$ cat config.mk
export PLATFORM = sky130hd
export DESIGN_NAME = mem_port_arbiter_flat
export DESIGN_NICKNAME = d
export VERILOG_FILES = /design/src/rtl/mem_port_arbiter_if.sv /design/src/rtl/mem_port_arbiter.sv /design/src/flat_wrapper.sv
export SDC_FILE = /design/constraint.sdc
export NUM_CORES = 1
export LEC_CHECK = 0
export ABC_AREA = 1
export CELL_PAD_IN_SITES_DETAIL_PLACEMENT = 1
export CELL_PAD_IN_SITES_GLOBAL_PLACEMENT = 1
export CORE_MARGIN = 2
export CORE_UTILIZATION = 25
export DETAILED_ROUTE_END_ITERATION = 16
export PLACE_DENSITY_LB_ADDON = 0.1
export SLEW_MARGIN = 20
export SYNTH_ARGS = -nofsm -noshare
export SYNTH_HDL_FRONTEND = slang
export SYNTH_SLANG_ARGS = --single-unit
$ cat constraint.sdc
create_clock -name clk -period 2.1 [get_ports clk]
set_input_delay 0.63 -clock clk [delete_from_list [all_inputs] [get_ports clk]]
set_output_delay 0.63 -clock clk [all_outputs]
set_load 0.02 [all_outputs]
$ cat src/rtl/mem_port_arbiter_if.sv
// Bundle shared by the fetch port, the data port and the unified memory,
// all routed through mem_port_arbiter.
interface mem_port_arbiter_if #(
  parameter int WORD_SIZE = 16
);
  // Requesters raise i_readM / d_readM / d_writeM and hold them until the
  // matching *_ready pulse (fetch may instead withdraw with i_cancel).
  // *_ready is a one-cycle completion pulse; i_data/d_rdata are valid only then.
  logic                 i_readM;
  logic [WORD_SIZE-1:0] i_address;
  logic                 i_cancel;
  logic [WORD_SIZE-1:0] i_data;
  logic                 i_ready;
  logic                 d_readM;
  logic                 d_writeM;
  logic [WORD_SIZE-1:0] d_address;
  logic [WORD_SIZE-1:0] d_wdata;
  logic [WORD_SIZE-1:0] d_rdata;
  logic                 d_ready;
  logic                 mem_readM;
  logic                 mem_writeM;
  logic [WORD_SIZE-1:0] mem_address;
  logic [WORD_SIZE-1:0] mem_wdata;
  logic [WORD_SIZE-1:0] mem_rdata;
  logic                 mem_stall_IF;
  logic                 mem_stall_MEM;
  logic [1:0]           dbg_state;

  // Arbiter side.
  modport slave (
    input  i_readM, i_address, i_cancel, d_readM, d_writeM, d_address, d_wdata,
           mem_rdata,
    output i_data, i_ready, d_rdata, d_ready, mem_readM, mem_writeM,
           mem_address, mem_wdata, mem_stall_IF, mem_stall_MEM, dbg_state
  );

  // Requester/memory environment side.
  modport master (
    output i_readM, i_address, i_cancel, d_readM, d_writeM, d_address, d_wdata,
           mem_rdata,
    input  i_data, i_ready, d_rdata, d_ready, mem_readM, mem_writeM,
           mem_address, mem_wdata, mem_stall_IF, mem_stall_MEM, dbg_state
  );
endinterface

$ cat src/rtl/mem_port_arbiter.sv
// Arbitrates the single-ported unified memory between instruction fetch and
// data access, timing each access with a fixed-latency down-counter.
module mem_port_arbiter #(
  parameter int WORD_SIZE   = 16,
  parameter int MEM_LATENCY = 2
) (
  input logic               clk,
  input logic               reset_n,
  mem_port_arbiter_if.slave bus
);

  typedef enum logic [1:0] {
    IDLE  = 2'd0,
    I_ACC = 2'd1,
    D_ACC = 2'd2
  } state_t;

  localparam logic [3:0] CNT_INIT = 4'(MEM_LATENCY - 1);

  state_t               state_q;
  logic [3:0]           cnt_q;
  logic                 op_wr_q;
  logic [WORD_SIZE-1:0] addr_q;
  logic [WORD_SIZE-1:0] wdata_q;

  logic d_req;
  logic busy;
  logic done;
  logic i_abort;
  logic take_d;
  logic take_i;

  assign d_req   = bus.d_readM | bus.d_writeM;
  assign busy    = (state_q != IDLE);
  assign done    = busy && (cnt_q == 4'd0);
  assign i_abort = (state_q == I_ACC) && bus.i_cancel;

  // Alternate grants: data may follow a completed fetch, fetch may follow a
  // completed data access; the just-served side is never re-granted.
  assign take_d = d_req && ((state_q == IDLE) ||
                            ((state_q == I_ACC) && done && !bus.i_cancel));
  assign take_i = bus.i_readM && !bus.i_cancel &&
                  (((state_q == IDLE) && !d_req) ||
                   ((state_q == D_ACC) && done));

  always_ff @(posedge clk or negedge reset_n) begin
    if (!reset_n) begin
      state_q <= IDLE;
      cnt_q   <= 4'd0;
      op_wr_q <= 1'b0;
      addr_q  <= '0;
      wdata_q <= '0;
    end else if (take_d) begin
      state_q <= D_ACC;
      cnt_q   <= CNT_INIT;
      op_wr_q <= bus.d_writeM;
      addr_q  <= bus.d_address;
      wdata_q <= bus.d_wdata;
    end else if (take_i) begin
      state_q <= I_ACC;
      cnt_q   <= CNT_INIT;
      op_wr_q <= 1'b0;
      addr_q  <= bus.i_address;
    end else if (done || i_abort) begin
      state_q <= IDLE;
      cnt_q   <= 4'd0;
    end else if (busy) begin
      cnt_q <= cnt_q - 4'd1;
    end
  end

  // Memory command follows the latched access and is zero whenever idle.
  assign bus.mem_readM   = (state_q == I_ACC) || ((state_q == D_ACC) && !op_wr_q);
  assign bus.mem_writeM  = (state_q == D_ACC) && op_wr_q;
  assign bus.mem_address = busy ? addr_q : '0;
  assign bus.mem_wdata   = bus.mem_writeM ? wdata_q : '0;

  assign bus.i_ready = (state_q == I_ACC) && done && !bus.i_cancel;
  assign bus.d_ready = (state_q == D_ACC) && done;
  assign bus.i_data  = bus.i_ready ? bus.mem_rdata : '0;
  assign bus.d_rdata = (bus.d_ready && !op_wr_q) ? bus.mem_rdata : '0;

  assign bus.mem_stall_IF  = bus.i_readM && !bus.i_ready;
  assign bus.mem_stall_MEM = d_req && !bus.d_ready;
  assign bus.dbg_state     = state_q;

endmodule

$ cat src/flat_wrapper.sv
// flat-port wrapper written by rule: the top's interface ports become plain ports
module mem_port_arbiter_flat 
#(
  parameter int WORD_SIZE   = 16,
  parameter int MEM_LATENCY = 2
)
  (clk, reset_n, bus_i_readM, bus_i_address, bus_i_cancel, bus_d_readM, bus_d_writeM, bus_d_address, bus_d_wdata, bus_mem_rdata, bus_i_data, bus_i_ready, bus_d_rdata, bus_d_ready, bus_mem_readM, bus_mem_writeM, bus_mem_address, bus_mem_wdata, bus_mem_stall_IF, bus_mem_stall_MEM, bus_dbg_state);
  mem_port_arbiter_if #(.WORD_SIZE(WORD_SIZE)) bus_i ();
  input logic clk;
  input logic reset_n;
  input wire logic [$bits(bus_i.i_readM)-1:0] bus_i_readM;
  input wire logic [$bits(bus_i.i_address)-1:0] bus_i_address;
  input wire logic [$bits(bus_i.i_cancel)-1:0] bus_i_cancel;
  input wire logic [$bits(bus_i.d_readM)-1:0] bus_d_readM;
  input wire logic [$bits(bus_i.d_writeM)-1:0] bus_d_writeM;
  input wire logic [$bits(bus_i.d_address)-1:0] bus_d_address;
  input wire logic [$bits(bus_i.d_wdata)-1:0] bus_d_wdata;
  input wire logic [$bits(bus_i.mem_rdata)-1:0] bus_mem_rdata;
  output wire logic [$bits(bus_i.i_data)-1:0] bus_i_data;
  output wire logic [$bits(bus_i.i_ready)-1:0] bus_i_ready;
  output wire logic [$bits(bus_i.d_rdata)-1:0] bus_d_rdata;
  output wire logic [$bits(bus_i.d_ready)-1:0] bus_d_ready;
  output wire logic [$bits(bus_i.mem_readM)-1:0] bus_mem_readM;
  output wire logic [$bits(bus_i.mem_writeM)-1:0] bus_mem_writeM;
  output wire logic [$bits(bus_i.mem_address)-1:0] bus_mem_address;
  output wire logic [$bits(bus_i.mem_wdata)-1:0] bus_mem_wdata;
  output wire logic [$bits(bus_i.mem_stall_IF)-1:0] bus_mem_stall_IF;
  output wire logic [$bits(bus_i.mem_stall_MEM)-1:0] bus_mem_stall_MEM;
  output wire logic [$bits(bus_i.dbg_state)-1:0] bus_dbg_state;
  assign bus_i.i_readM = bus_i_readM;
  assign bus_i.i_address = bus_i_address;
  assign bus_i.i_cancel = bus_i_cancel;
  assign bus_i.d_readM = bus_d_readM;
  assign bus_i.d_writeM = bus_d_writeM;
  assign bus_i.d_address = bus_d_address;
  assign bus_i.d_wdata = bus_d_wdata;
  assign bus_i.mem_rdata = bus_mem_rdata;
  assign bus_i_data = bus_i.i_data;
  assign bus_i_ready = bus_i.i_ready;
  assign bus_d_rdata = bus_i.d_rdata;
  assign bus_d_ready = bus_i.d_ready;
  assign bus_mem_readM = bus_i.mem_readM;
  assign bus_mem_writeM = bus_i.mem_writeM;
  assign bus_mem_address = bus_i.mem_address;
  assign bus_mem_wdata = bus_i.mem_wdata;
  assign bus_mem_stall_IF = bus_i.mem_stall_IF;
  assign bus_mem_stall_MEM = bus_i.mem_stall_MEM;
  assign bus_dbg_state = bus_i.dbg_state;
  mem_port_arbiter #(.WORD_SIZE(WORD_SIZE), .MEM_LATENCY(MEM_LATENCY)) u_core (.clk(clk), .reset_n(reset_n), .bus(bus_i));
endmodule
==> results.md <==
* Syn nets at around 410
* Post-synthesis instance total at 337
* Inserted Clock Buffers at 5
* GR Util met3 at 0.03051
* Fraction of layout cells with a size suffix above 1 at 0.4329
* Initial Util at 0.2556
* Syn avg cell area at between 6 and 7 um2
* Initial antenna violation count at 0
* Critical Path End Type: output port
* Total gr overflow at 0
* Routed Antenna Nets at 0
* GRT Max-Usage Layer: met2
* Total wire length at 9671 um
* First-pass DRT Iterations at 4
* Fin crit share at 1.074
* Slew @ Worst Pin at about 0.53 ns
* WL/cell at about 15 um
* Worst Clk Skew at about 0.0055 ns
* Post-synthesis sequential area ratio at 0.4151
* Post-DR vias/cell at 4.569
* Post-DP HPWL at around 6600 um
* Status: complete, but fails checks
* Crit path arrival time at between 1.5 and 2 ns
* Minimum clock period after layout at approximately 2.3 ns
* Root buffer cell: clkbuf_8
* CP Buf/Inv Count at 4
* Area grow syn2layout at 116.3%
* Total number of H-tree levels at 2
* Die Area at approximately 10000 um2
* M2 GR Usage at 0.3144
* Vias post-DR at about 2.9k
* GRT met1 Usage at 0.2279
* Clock Pin Slew Worst Setup and Hold Paths at about 0.080 ns
* Yosys warns at 0
* Unrepaired setup endpoints after global routing: true
* Cell Pwr Density at roughly 1300 nW/um2
* Routability cong. at slightly below 0.8
* Layout Nets at 599
* Post-synth cell types at 24
* CP max FO at 8
* DRC violations left at 0
* Worst-case vdd ir drop at 0.5525 mV
* Commonest non-fill, non-tap cell in the layout: nand3_1
* Final Hold Fails at 0
* Largest net degree at the start of global routing at 35
* Post-synth top area cell: dfrtp_1
* Crit path top cell by count: inv_2
* Area contributors post-synth: dfrtp_1, nand3_1, nor2_1
* Commonest cells after routing, fill and taps aside: nand3_1, clkdlybuf4s50_1, buf_6
* Leak at between 0.002 and 0.0025 uW
* Req. time, crit path at approximately 1.5 ns
* Delay-heaviest family, CP: buffers and inverters
* TritonCTS clock tree: yes
* Initial DRC count at 91
* Final setup fails at 59
* Fin Setup TNS at -6.034 ns
* IO Count at 142
* Max Cap Viol at 0
* Clock Sinks at 39
* FF+latch count, synth at 39
* Gr usage total at 0.1770
* Synthesized cell area at roughly 2400 um2
* Worst rel slew slack at 0.6441
* IO Port Bufs at roughly 140
* Worst path max stage delay at ~0.4 ns
* Failing checks: setup timing
* Post-synth top area share at 0.4151
* F_max at about 440 MHz
* Type of origin of the critical path: register
* First-pass GRT wire length at about 15000 um
* Core area at ~9200 um2
* Crit-path slowest cell: dfrtp_1
* Die span in x at ~100 um
* Worst setup margin at -0.1547 ns
* # fillers at roughly 1.1k
* CTS max path bufs at 2
* Vias in the first global route at between 2k and 3k
* Critical-path cell list: inv_2 -> ha_4 -> nand4_1 -> inv_2 -> nand2_4 -> buf_12 -> nor2_4 -> buf_6
* Class of the worst hold path: in2async
* Cell Rows at 35
* Critical path class: reg2out
* Diode count at 0
* Final slew viol count at 0
* Clock latency at the later pin of the worst-skew pair at roughly 0.3 ns
* Util after Layout at 0.5529
* Die Ht at between 100 and 150 um
[registers in the layout (all words and copies together) (netlist names)]
register / count
u_core.bus.dbg_state: 2
u_core.cnt_q: 4
u_core.op_wr_q: 1
u_core.wdata_q: 16
u_core.addr_q: 16
[stage by stage]
| stage | hold slack [ns] | std cells | total power, uW | setup slack (ns) | cell area (um2) |
|---|---|---|---|---|---|
| CTS | 0.3159 | 634 | 5999 | -0.1691 | 4632 |
| global placement | 0.4988 | 614 | 4989 | -0.7207 | 4339 |
| finish | 0.2975 | 640 | 6635 | -0.1547 | 5085 |
| floorplan | 0.3344 | 337 | 3357 | 0.00001543 | 2571 |
| global route | 0.3397 | 640 | 7150 | -0.2716 | 5085 |
| detailed placement | 0.5056 | 614 | 5065 | -0.7910 | 4339 |
[worst register-to-register path, cell delays in order (launching register included)]
cell,delay (ns)
dfrtp_2,0.41
inv_2,0.07
nand2_4,0.07
buf_6,0.12
inv_8,0.04
clkbuf_16,0.15
buf_4,0.14
nand2_2,0.08
nand2_4,0.07
nand2_4,0.24
nand3_1,0.19
nand2_1,0.11
nand2_1,0.05
[final timing paths]
kind / from / to / slack [ns] / cells after the start
setup / recovery: u_core.cnt_q[0]$_DFFE_PN0P_ / bus_d_rdata[4] / -0.15 / 8
hold / removal: reset_n / u_core.wdata_q[5]$_DFFE_PN0P_ / 0.30 / 1
setup reg to reg: u_core.bus.dbg_state[0]$_DFFE_PN0P_ / u_core.cnt_q[0]$_DFFE_PN0P_ / 0.27 / 12
hold reg to reg: u_core.addr_q[12]$_DFFE_PN0P_ / u_core.addr_q[12]$_DFFE_PN0P_ / 0.52 / 2
max in group asynchronous: reset_n / u_core.addr_q[14]$_DFFE_PN0P_ / 1.15 / 2
min in group clk: u_core.addr_q[12]$_DFFE_PN0P_ / u_core.addr_q[12]$_DFFE_PN0P_ / 0.52 / 2
[cell usage after synthesis, drive strengths merged]
library cell / instances
nor2: 75
nand3: 72
inv: 64
nand2: 41
dfrtp: 39
o21ai: 20
buf: 14
nand4: 6
a21oi: 1
clkbuf: 1
clkinv: 1
ha: 1
nand3b: 1
nor3: 1
[logic make-up (layout without fill, tap and decap cells)]
family	Yosys count	after routing	synth area share
fa+ha+maj	1	1	0.005321
compound gates	21	21	0.04949
flops	39	39	0.4151
buf+inv	80	272	0.1495
simple gates	196	196	0.3805
[where the power goes]
group	internal [uW]	total, uW	switching (uW)
Clock	354	642	288
Sequential	1130	1300	174
Combinational	2140	4690	2550
Total	3630	6640	3010
[layer usage]
layer	wire [um]	vias up
met2	5128	91
met3	471	5
met1	4009	1396
met4	62	0
met5	0	-
li1	-	1432
[area by class of cell]
cell class              count  area [um2]  area share
clock buffers               5       68.82     0.01353
clock inverters             3       43.79    0.008612
inverters                  65       271.5     0.05340
multi-input cells         218        1524      0.2997
flip-flops and latches     39       978.4      0.1924
well taps                 111       138.9     0.02731
repair buffers            198        2043      0.4018
repair inverters            1       16.27    0.003199
[what timing repair did]
action / 4_1_cts / 5_1_grt
resized for setup: 426 / 102
pin swaps: 3 / 9
endpoints found under the setup margin: 70 / 69
buffers inserted: 11 / 6
gates cloned: 1 / 2
hold buffers: 0 / 0
Power figures use the tool's default switching activity.
